[src/rtl/wb_pipe_fwd_if.sv]
// Bus bundle for the write-back pipeline: issue-side inputs, forwarding lookups and slot outputs.
// master drives instructions and lookups; slave is the pipeline itself.
interface wb_pipe_fwd_if #(
    parameter int DATA_W = 32,
    parameter int SEL_W  = 5,
    parameter int NRD    = 2
) ();
    logic                    in_valid;
    logic                    in_we;
    logic [SEL_W-1:0]        in_sel;
    logic [DATA_W-1:0]       in_data;
    logic                    stall;
    logic                    flush;
    logic [NRD*SEL_W-1:0]    rd_sel;
    logic                    out_valid;
    logic                    out_we;
    logic [SEL_W-1:0]        out_sel;
    logic [DATA_W-1:0]       out_data;
    logic [NRD-1:0]          rd_hit;
    logic [NRD*DATA_W-1:0]   rd_data;
    logic [2:0]              occ;

    modport master (
        output in_valid, in_we, in_sel, in_data, stall, flush, rd_sel,
        input  out_valid, out_we, out_sel, out_data, rd_hit, rd_data, occ
    );

    modport slave (
        input  in_valid, in_we, in_sel, in_data, stall, flush, rd_sel,
        output out_valid, out_we, out_sel, out_data, rd_hit, rd_data, occ
    );
endinterface

[src/rtl/wb_pipe_fwd.sv]
// Write-back delay pipeline of DEPTH slots with youngest-first result forwarding.
// Slot 0 is youngest; slot DEPTH-1 drives the out_* ports directly.
module wb_pipe_fwd #(
    parameter int DATA_W = 32,
    parameter int SEL_W  = 5,
    parameter int DEPTH  = 2,
    parameter int NRD    = 2
) (
    input  logic          clk,
    input  logic          reset,
    wb_pipe_fwd_if.slave  bus
);
    logic [DEPTH-1:0]  slot_v;
    logic [DEPTH-1:0]  slot_we;
    logic [SEL_W-1:0]  slot_sel  [DEPTH];
    logic [DATA_W-1:0] slot_data [DEPTH];

    logic [NRD-1:0]        hit;
    logic [NRD*DATA_W-1:0] fwd;
    logic [2:0]            cnt;

    // Flush outranks stall so a redirect can never be blocked by a held pipe.
    always_ff @(posedge clk) begin
        if (reset || bus.flush) begin
            for (int k = 0; k < DEPTH; k++) begin
                slot_v[k]    <= 1'b0;
                slot_we[k]   <= 1'b0;
                slot_sel[k]  <= '0;
                slot_data[k] <= '0;
            end
        end else if (!bus.stall) begin
            slot_v[0]    <= bus.in_valid;
            slot_we[0]   <= bus.in_we & bus.in_valid;
            slot_sel[0]  <= bus.in_sel;
            slot_data[0] <= bus.in_data;
            for (int k = 1; k < DEPTH; k++) begin
                slot_v[k]    <= slot_v[k-1];
                slot_we[k]   <= slot_we[k-1];
                slot_sel[k]  <= slot_sel[k-1];
                slot_data[k] <= slot_data[k-1];
            end
        end
    end

    // Scan oldest to youngest so the youngest matching slot is the last to write.
    always_comb begin
        hit = '0;
        fwd = '0;
        for (int i = 0; i < NRD; i++) begin
            for (int k = DEPTH - 1; k >= 0; k--) begin
                if (slot_v[k] && slot_we[k] && (slot_sel[k] != '0) &&
                    (slot_sel[k] == bus.rd_sel[i*SEL_W +: SEL_W])) begin
                    hit[i]                 = 1'b1;
                    fwd[i*DATA_W +: DATA_W] = slot_data[k];
                end
            end
        end
    end

    always_comb begin
        cnt = '0;
        for (int k = 0; k < DEPTH; k++) begin
            cnt = cnt + 3'(slot_v[k]);
        end
    end

    assign bus.out_valid = slot_v[DEPTH-1];
    assign bus.out_we    = slot_we[DEPTH-1];
    assign bus.out_sel   = slot_sel[DEPTH-1];
    assign bus.out_data  = slot_data[DEPTH-1];
    assign bus.rd_hit    = hit;
    assign bus.rd_data   = fwd;
    assign bus.occ       = cnt;
endmodule

[src/flat_wrapper.sv]
// flat-port wrapper written by rule: the top's interface ports become plain ports
module wb_pipe_fwd_flat 
#(
    parameter int DATA_W = 32,
    parameter int SEL_W  = 5,
    parameter int DEPTH  = 2,
    parameter int NRD    = 2
)
  (clk, reset, bus_in_valid, bus_in_we, bus_in_sel, bus_in_data, bus_stall, bus_flush, bus_rd_sel, bus_out_valid, bus_out_we, bus_out_sel, bus_out_data, bus_rd_hit, bus_rd_data, bus_occ);
  wb_pipe_fwd_if #(.DATA_W(DATA_W), .SEL_W(SEL_W), .NRD(NRD)) bus_i ();
  input  logic clk;
  input  logic reset;
  input wire logic [$bits(bus_i.in_valid)-1:0] bus_in_valid;
  input wire logic [$bits(bus_i.in_we)-1:0] bus_in_we;
  input wire logic [$bits(bus_i.in_sel)-1:0] bus_in_sel;
  input wire logic [$bits(bus_i.in_data)-1:0] bus_in_data;
  input wire logic [$bits(bus_i.stall)-1:0] bus_stall;
  input wire logic [$bits(bus_i.flush)-1:0] bus_flush;
  input wire logic [$bits(bus_i.rd_sel)-1:0] bus_rd_sel;
  output wire logic [$bits(bus_i.out_valid)-1:0] bus_out_valid;
  output wire logic [$bits(bus_i.out_we)-1:0] bus_out_we;
  output wire logic [$bits(bus_i.out_sel)-1:0] bus_out_sel;
  output wire logic [$bits(bus_i.out_data)-1:0] bus_out_data;
  output wire logic [$bits(bus_i.rd_hit)-1:0] bus_rd_hit;
  output wire logic [$bits(bus_i.rd_data)-1:0] bus_rd_data;
  output wire logic [$bits(bus_i.occ)-1:0] bus_occ;
  assign bus_i.in_valid = bus_in_valid;
  assign bus_i.in_we = bus_in_we;
  assign bus_i.in_sel = bus_in_sel;
  assign bus_i.in_data = bus_in_data;
  assign bus_i.stall = bus_stall;
  assign bus_i.flush = bus_flush;
  assign bus_i.rd_sel = bus_rd_sel;
  assign bus_out_valid = bus_i.out_valid;
  assign bus_out_we = bus_i.out_we;
  assign bus_out_sel = bus_i.out_sel;
  assign bus_out_data = bus_i.out_data;
  assign bus_rd_hit = bus_i.rd_hit;
  assign bus_rd_data = bus_i.rd_data;
  assign bus_occ = bus_i.occ;
  wb_pipe_fwd #(.DATA_W(DATA_W), .SEL_W(SEL_W), .DEPTH(DEPTH), .NRD(NRD)) u_core (.clk(clk), .reset(reset), .bus(bus_i));
endmodule
[config.mk]
export PLATFORM = sky130hd
export DESIGN_NAME = wb_pipe_fwd_flat
export DESIGN_NICKNAME = d
export VERILOG_FILES = /design/src/rtl/wb_pipe_fwd_if.sv /design/src/rtl/wb_pipe_fwd.sv /design/src/flat_wrapper.sv
export SDC_FILE = /design/constraint.sdc
export NUM_CORES = 1
export LEC_CHECK = 0
export CAP_MARGIN = 20
export CORE_ASPECT_RATIO = 0.75
export CORE_MARGIN = 2
export CORE_UTILIZATION = 43
export CTS_CLUSTER_SIZE = 25
export DETAILED_ROUTE_END_ITERATION = 12
export MAX_ROUTING_LAYER = met4
export PLACE_DENSITY = 0.81
export SKIP_CTS_REPAIR_TIMING = 1
export SYNTH_ARGS = -nofsm -noshare
export SYNTH_HDL_FRONTEND = slang
export SYNTH_SLANG_ARGS = --single-unit
[constraint.sdc]
create_clock -name clk -period 2.39 [get_ports clk]
set_input_delay 0.3585 -clock clk [delete_from_list [all_inputs] [get_ports clk]]
set_output_delay 0.3585 -clock clk [all_outputs]
set_load 0.02 [all_outputs]
==> impl_metrics.json, run 1 <==
{
  "status": "finished with violations",
  "violations": "negative setup slack",
  "vias": 3820,
  "cts-root-buf": "clkbuf_16",
  "end_kind": "primary output",
  "dp_slack_ns": -0.6497,
  "worst_ep_required_time_ns": 2.03,
  "die_h_um": 97.55,
  "track_usage": 0.2104,
  "synth_fp_nets": 479,
  "r2r-end": "u_core.slot_sel[0][6]$_SDFFCE_PN0P_",
  "io_pins": 161,
  "power.density_mw_per_mm2": 465.6,
  "rsz0062_at_grt": "true",
  "hold_depth": 1,
  "final_cell_mix": "clkdlybuf4s50_1 (93), and2_1 (75), edfxtp_1 (74)",
  "clk_path_buf_depth": 2,
  "cts_tree": "done",
  "grt_pass1_vias": 3891,
  "grt_antenna_before_repair": 0,
  "htree_levels": 3,
  "nNetsFinal": 635,
  "grt_max_degree": 79,
  "ff2ff_path_depth": 2,
  "grt_pass1_wl_mm": 19.85,
  "die-area_mm2": 0.01256,
  "syn_area_mm2": 0.005017,
  "drtIter0Drc": 270,
  "io_buffers": 159,
  "worstHoldStart": "u_core.slot_we[1]$_SDFFE_PP0N_",
  "floorplan.initialDensity": 0.4368,
  "insertion_delay_ns": 0.34,
  "setup-violations-final": 66,
  "postRouteAntennaNets": 0,
  "diodes": 0,
  "dpl.hpwl_mm": 8.962,
  "irDropWorstVdd_mv": 0.4204,
  "yosysWarnings": 0,
  "die_w_um": 128.7,
  "final_layout_size_suffix_gt1_frac": 0.3703,
  "power.leakage_nw": 3.005,
  "syn2layout_area_growth_pct": 50.10,
  "critPathKind": "register to primary output",
  "r2r-start": "u_core.slot_sel[0][1]$_SDFFCE_PN0P_",
  "fmax_mhz": 359.9,
  "maxSlewViolCount": 0,
  "cts_sinks": 78,
  "fill_cells": 861,
  "maxCapViolCount": 0,
  "crit_fanout": 5,
  "syn_inst": 425,
  "cts.clk_slew.worst_paths_ns": 0.06,
  "cts_buffers": 9,
  "drc": 0,
  "coreArea_mm2": 0.01149,
  "worst_slack_ns": -0.3886,
  "finClkSkew_ns": 0.004950,
  "hold_path_class": "register to register",
  "dr.pass1.iters": 4,
  "routed_wl_mm": 14.14,
  "routabilityCongestion": 0.8491,
  "hold_end": "u_core.slot_we[1]$_SDFFE_PP0N_",
  "avgSynthCellArea_um2": 11.81,
  "fin_crit_ns": 2.779,
  "hold_violations": 0,
  "worstPathArrival_ns": 2.42,
  "gr-total-overflow": 0,
  "floorplan.rows": 34,
  "wl_per_cell_um": 19.37,
  "layout_commonest_cell": "clkdlybuf4s50_1",
  "seq_area_frac_synth": 0.4589,
  "min_period_over_period": 1.163,
  "yosys_register_bits": 78,
  "start_kind": "register",
  "fin_util": 0.6557,
  "avgViaCountPerCell": 5.233,
  "synth_cell_types": 26,
  "r2r_slack_ns": 1.40
}
==> worst max-delay path by stage <==
stage	startpoint	end	cells after the start	slack [ns]
final	u_core.slot_sel[0][4]$_SDFFCE_PN0P_	bus_rd_data[18]	7	-0.39
after global routing	u_core.slot_sel[0][4]$_SDFFCE_PN0P_	bus_rd_data[58]	8	-0.45
after CTS	u_core.slot_sel[0][0]$_SDFFCE_PN0P_	bus_rd_data[12]	7	-0.83
after detailed placement	bus_rd_sel[9]	bus_rd_data[34]	8	-0.65
after global placement	bus_rd_sel[9]	bus_rd_data[34]	8	-0.64
after floorplan	bus_flush	u_core.slot_data[0][0]$_SDFFCE_PN0P_	2	0.12
==> cells in the mapped netlist, drive strengths merged <==
library cell  instances  share of area
or4                   2         0.0045
nor2                  2         0.0015
nand2                32          0.024
clkbuf               18          0.013
xor2                  4         0.0070
edfxtp               74           0.44
xnor2                16          0.028
a21o                  2         0.0030
nand3                 4         0.0040
nor3                 65          0.065
ha                    1         0.0025
mux2                 64           0.19
conb                  1        0.00075
a32o                  1         0.0020
buf                  50          0.080
nor4                  2         0.0085
dfxtp                 4          0.016
inv                   1        0.00075
a22o                  3         0.0052
nor3b                 1         0.0015
o211ai                3         0.0092
and2                 75          0.094
==> area by class of cell <==
class	instances	area (µm²)	share of cell area
clock buffer	9	225.2	0.02991
multi-input combinational	278	2359	0.3132
sequential	78	2302	0.3057
tap	144	180.2	0.02392
inverter	1	7.507	0.0009968
clock inverter	7	63.81	0.008473
timing repair buffer	213	2394	0.3178
==> layer usage <==
layer,vias to the layer above,GRT usage,part of all wire
met5,-,-,0
met2,170,0.3264,0.48
met1,1855,0.2636,0.41
li1,1769,-,-
met4,0,0.07525,0.019
met3,26,0.05947,0.090
==> logic make-up after synthesis <==
kind of cell               after synthesis  synth area share
AOI/OAI and AO/OA                        9           0.01945
xor gates and xnor gates                20           0.03491
adders and majority gates                1          0.002493
buffers and inverters                   69           0.09426
DFF                                     78            0.4589
muxes                                   64            0.1870
other                                    1         0.0007474
and+or+nand+nor                        183            0.2022
==> power by group <==
| group | internal (mW) | switching (mW) | total [mW] |
|---|---|---|---|
| Sequential | 1.57 | 0.0495 | 1.62 |
| Combinational | 0.281 | 0.256 | 0.537 |
| Clock | 0.802 | 0.551 | 1.35 |
| Total | 2.65 | 0.856 | 3.51 |
==> sequential cells by signal (all words and copies together) (netlist names) <==
register	count
u_core.slot_we	2
u_core.slot_v	2
u_core.slot_data	64
u_core.slot_sel	10
==> stage by stage <==
step / hold WS (ns) / area, µm² / TNS [ns] / total power [mW] / std cells
final: 0.5213 / 7531 / -22.56 / 3.506 / 730
after detailed placement: 0.5109 / 6847 / -38.20 / 2.093 / 701
after CTS: 0.5288 / 7136 / -51.01 / 3.432 / 717
after global placement: 0.4911 / 6847 / -35.91 / 2.082 / 701
after global routing: 0.5513 / 7531 / -26.41 / 3.612 / 730
after floorplan: 0.4842 / 5026 / 0 / 1.863 / 425
==> worst max-delay path, stage by stage (launching register included) <==
cell and delay (ns):
edfxtp_1 0.40, or4_4 0.57, o211ai_4 0.27, nor4_4 0.07
buf_6 0.15, clkbuf_16 0.16, mux2_4 0.30, buf_4 0.16
(Power assumes the default switching activity.)
==> run 2: changes to the inputs <==
--- a/config.mk
+++ b/config.mk
@@ -8,11 +8,12 @@
 export CAP_MARGIN = 20
 export CORE_ASPECT_RATIO = 0.75
 export CORE_MARGIN = 2
-export CORE_UTILIZATION = 43
+export CORE_UTILIZATION = 44
+export CTS_BUF_LIST = sky130_fd_sc_hd__clkbuf_8
 export CTS_CLUSTER_SIZE = 25
 export DETAILED_ROUTE_END_ITERATION = 12
 export MAX_ROUTING_LAYER = met4
-export PLACE_DENSITY = 0.81
+export PLACE_DENSITY = 0.83
 export SKIP_CTS_REPAIR_TIMING = 1
 export SYNTH_ARGS = -nofsm -noshare
 export SYNTH_HDL_FRONTEND = slang
==> run 2 against run 1 <==
Against the previous run: the run still ends with negative setup slack left; global-route usage decreased by 0.32 points; sequential power about the same; critical path depth unchanged; flip-flop and latch count unchanged; worst hold slack better by 0.044 ns; fmax rose by 1.1%; sequential share of layout area is 0.40 points higher; largest power group unchanged; highest routed layer unchanged.
==> impl_metrics.json, run 2 (synthesis results as in run 1) <==
{
  "start_kind": "register",
  "worst_slack_ns": -0.3584,
  "final_layout_size_suffix_gt1_frac": 0.3596,
  "ff2ff_path_depth": 2,
  "coreArea_mm2": 0.01102,
  "final_cells": 724,
  "wl_per_cell_um": 18.98,
  "worstPathArrival_ns": 2.39,
  "cts.clk_slew.worst_paths_ns": 0.07,
  "cpMaxStageDelayCell": "or4_4",
  "crit_fanout": 5,
  "slowest_delay_ns": 0.56,
  "gr-total-overflow": 0,
  "r2r_slack_ns": 1.38,
  "maxSlewViolCount": 0,
  "die-area_mm2": 0.01228,
  "insertion_delay_ns": 0.34,
  "maxCapViolCount": 0,
  "htree_levels": 3,
  "largest_register_ffs": 64,
  "diodes": 0,
  "grt_pass1_vias": 3718,
  "floorplan.rows": 33,
  "grt_antenna_before_repair": 0,
  "violations": "negative setup slack",
  "fin_area_mm2": 0.007435,
  "min_period_over_period": 1.150,
  "hold_path_class": "register to register",
  "hold_depth": 1,
  "grt_pass1_wl_mm": 19.19,
  "dpl.hpwl_mm": 8.916,
  "rsz0062_at_grt": "true",
  "routabilityCongestion": 0.8801,
  "crit_cells": 7,
  "drtIter0Drc": 274,
  "critPathKind": "register to primary output",
  "finClkSkew_ns": 0.004107,
  "status": "finished with violations",
  "dr.pass1.iters": 5,
  "dp_cells": 696,
  "path_cells": "or4_4, o211ai_4, nor4_4, buf_6, clkbuf_16, mux2_4, buf_6",
  "cp_common_cell": "buf_6",
  "track_usage": 0.2072,
  "nNetsFinal": 634,
  "routed_wl_mm": 13.74,
  "end_kind": "primary output",
  "fill_cells": 810,
  "path_buf_inv": 3,
  "io_buffers": 159,
  "io_pins": 161,
  "clk_path_buf_depth": 2,
  "power.density_mw_per_mm2": 426.1,
  "fmax_mhz": 363.8,
  "vias": 3841,
  "syn2layout_area_growth_pct": 48.18,
  "power.leakage_nw": 2.921,
  "floorplan.initialDensity": 0.4551,
  "cts_sinks": 78,
  "layout_commonest_cell": "clkdlybuf4s50_1",
  "worst_ep_required_time_ns": 2.03,
  "postRouteAntennaNets": 0,
  "die_w_um": 127.3,
  "cts_tree": "done",
  "setup-violations-final": 66,
  "reg_top3": "u_core.slot_data (64), u_core.slot_sel (10)",
  "place_area_mm2": 0.006809,
  "path_delay_family": "simple AND/OR/NAND/NOR gates",
  "die_h_um": 96.48,
  "cts-root-buf": "clkbuf_8",
  "power_mw": 3.168,
  "drc": 0,
  "fin_crit_ns": 2.748,
  "top_register": "u_core.slot_data",
  "cts_buffers": 9,
  "irDropWorstVdd_mv": 0.2211,
  "avgViaCountPerCell": 5.305,
  "hold_violations": 0,
  "grt_max_degree": 79,
  "final_cell_mix": "clkdlybuf4s50_1 (93), and2_1 (75), edfxtp_1 (74)"
}
-- run 2: worst reg2reg max path, delay by kind of cell (launching register included) --
| kind | cells | cell delay (ns) |
|---|---|---|
| buffers and inverters | 1 | 0.18 |
| flip-flops | 1 | 0.47 |
| AND/OR/NAND/NOR | 1 | 0.13 |
-- run 2: metrics by stage --
step | util | hold WS, ns | setup slack, ns | setup TNS, ns
2_1_floorplan | - | 0.4842 | 0.1183 | 0
3_3_place_gp | 0.6176 | 0.4982 | -0.6289 | -35.72
3_5_place_dp | 0.6176 | 0.5373 | -0.6538 | -37.43
4_1_cts | 0.6360 | 0.5621 | -0.8276 | -51.44
5_1_grt | 0.6744 | 0.5691 | -0.4617 | -28.48
6_report | 0.6744 | 0.5651 | -0.3584 | -21.91
-- run 2: metal layers --
| metal | vias to the layer above | wire [µm] | GRT usage |
|---|---|---|---|
| met5 | - | 0 | - |
| met4 | 0 | 144 | 0.05220 |
| met3 | 17 | 1097 | 0.05452 |
| met2 | 181 | 6416 | 0.3284 |
| met1 | 1878 | 6081 | 0.2683 |
| li1 | 1765 | - | - |
-- run 2: worst paths after layout --
kind                                       startpoint                                   to
setup / recovery  u_core.slot_sel[0][4]$_SDFFCE_PN0P_                      bus_rd_data[42]
hold / removal          u_core.slot_v[1]$_SDFFE_PP0N_        u_core.slot_v[1]$_SDFFE_PP0N_
setup reg to reg  u_core.slot_sel[0][1]$_SDFFCE_PN0P_  u_core.slot_sel[0][6]$_SDFFCE_PN0P_
hold reg to reg         u_core.slot_v[1]$_SDFFE_PP0N_        u_core.slot_v[1]$_SDFFE_PP0N_
-- run 2: area by class of cell --
type	count	area (µm²)	share of cell area
inverter	1	7.507	0.001010
tap	140	175.2	0.02356
clock inverter	6	78.83	0.01060
multi-input combinational	278	2313	0.3112
timing repair buffer	212	2434	0.3273
clock buffer	9	123.9	0.01666
sequential	78	2302	0.3097
-- run 2: report_power, final --
part           internal (mW)  switching [mW]
clock                  0.572           0.464
sequential              1.56          0.0515
combinational          0.269           0.247
total                   2.41           0.762
==> patch: new RTL, settings of run 1 <==
`DEPTH` is set to 2 in 2 places; all go to 4.
--- a/src/rtl/wb_pipe_fwd.sv
+++ b/src/rtl/wb_pipe_fwd.sv
@@ -5,3 +5,3 @@
     parameter int SEL_W  = 5,
-    parameter int DEPTH  = 2,
+    parameter int DEPTH  = 4,
     parameter int NRD    = 2
--- a/src/flat_wrapper.sv
+++ b/src/flat_wrapper.sv
@@ -5,3 +5,3 @@
     parameter int SEL_W  = 5,
-    parameter int DEPTH  = 2,
+    parameter int DEPTH  = 4,
     parameter int NRD    = 2
Check against the original RTL: not equivalent (a bounded check fails within 4 cycles, from zero or initial values).
==> patch against run 1 <==
The flow still finishes with violations (negative setup slack). Sequential cell count increased by 78. Register-to-register slack got worse by 0.06 ns. Routed wire length increased by 100%. Setup slack worse by 0.33 ns. Total power is 87% higher. Hold slack gained 0.031 ns. Design area rose by 85%. Area after synthesis grew 74%. Critical path type unchanged. Largest power group unchanged.
==> patch: results (changes against run 1) <==
setup_violations: 66  # unchanged
synth_mux_area_frac: 0.00459  # -0.182
grtUsageMet2: 0.403  # +0.0764
grt_first_pass_wirelength_um: 41300  # +110%
first_iter_violations: 868  # +220%
hpwl_um: 18500  # +110%
violations: "negative setup slack"
cts-buffers-inserted: 17  # +8
pre_cts_ws_ns: -1.20  # -0.549 ns
synthAdderAreaFrac: 0.00516  # +0.00267
met3_length_um: 2020  # +58%
grt_use_met3: 0.0489  # -0.0105
tns_ns: -43.33  # -20.77 ns
dp_cells: 1228  # +75%
cp_top_family: "compound AO/OA/AOI/OAI gates"
synth_compound_area_frac: 0.168  # +0.149
route.met2.wl_um: 13400  # +99%
synthTopCellsByArea: "edfxtp_1, and2_1, a221oi_2"
instances_no_fill: 1270  # +74%
peakVddDrop_uv: 351  # -17%
startpoint: "u_core.slot_sel[0][0]"
pwr.group.sequential_w: 0.00324  # +100%
largest_registers: "u_core.slot_data x128, u_core.slot_sel x20"
synth_edf_count: 148  # +100%
crit_arrival_ns: 2.75  # +0.33 ns
min-delay-start: "u_core.slot_data[1][30]"
clk-power_w: 0.00275  # +100%
grt_max_degree: 139  # +76%
vias: 7409  # +94%
drive_gt1_frac: 0.410  # +0.0398
fillCellCount: 1351  # +57%
pg_comb_w: 0.000567  # +5.6%
place_area_mm2: 0.0128  # +87%
syn-num-nets: 825  # +72%
outcome: "finished, violations left"
use_met1: 0.354  # +0.0902
syn_area_per_cell_um2: 11.4  # -3.8%
wl_met1_um: 12300  # +110%
clk_latency_ns: 0.43  # +0.09 ns
critPathMaxFanout: 15  # +10
path_clk_slew_ns: 0.06  # about the same
htree_num_levels: 4  # +1
ys_top_cells_by_count: "and2_1, edfxtp_1, nand3_1"
nNetsFinal: 1056  # +66%
routed_wl_um: 28300  # +100%
p_leak_nw: 5.02  # +67%
grt_usage: 0.261  # +0.0501
yosysUniqueCellTypes: 35  # +35%
finalWorstSetupSlack_ns: -0.714  # -0.326 ns
seq_area_frac_synth: 0.527  # +0.0686
## patch: changes by cell type in the layout (fill, tap and decap cells not counted), moves of 28 or more
cell      change
and2_1       +74
edfxtp_1     +74
buf_4        +61
mux2_4       -61
a221oi_4     +58
nor3_1       -56
nor2_1       +52
a211oi_2     +50
inv_1        +34
nand3_4      +28
## patch: final timing paths
path         slack [ns]                      end  cells past startpoint
min reg2reg        0.55  u_core.slot_data[2][30]                      1
max reg2reg        1.34   u_core.slot_sel[0][19]                      3
max               -0.71          bus_rd_data[47]                      8
min                0.55  u_core.slot_data[2][30]                      1
## patch: cell type report
type / count / area, µm² / share of cell area
inverter: 35 / 135 / 0.00968
clock buffer: 18 / 429 / 0.0307
tap: 258 / 323 / 0.0231
clock inverter: 13 / 150 / 0.0108
timing repair buffer: 285 / 3070 / 0.220
sequential: 156 / 4610 / 0.330
multi-input combinational: 505 / 5250 / 0.376
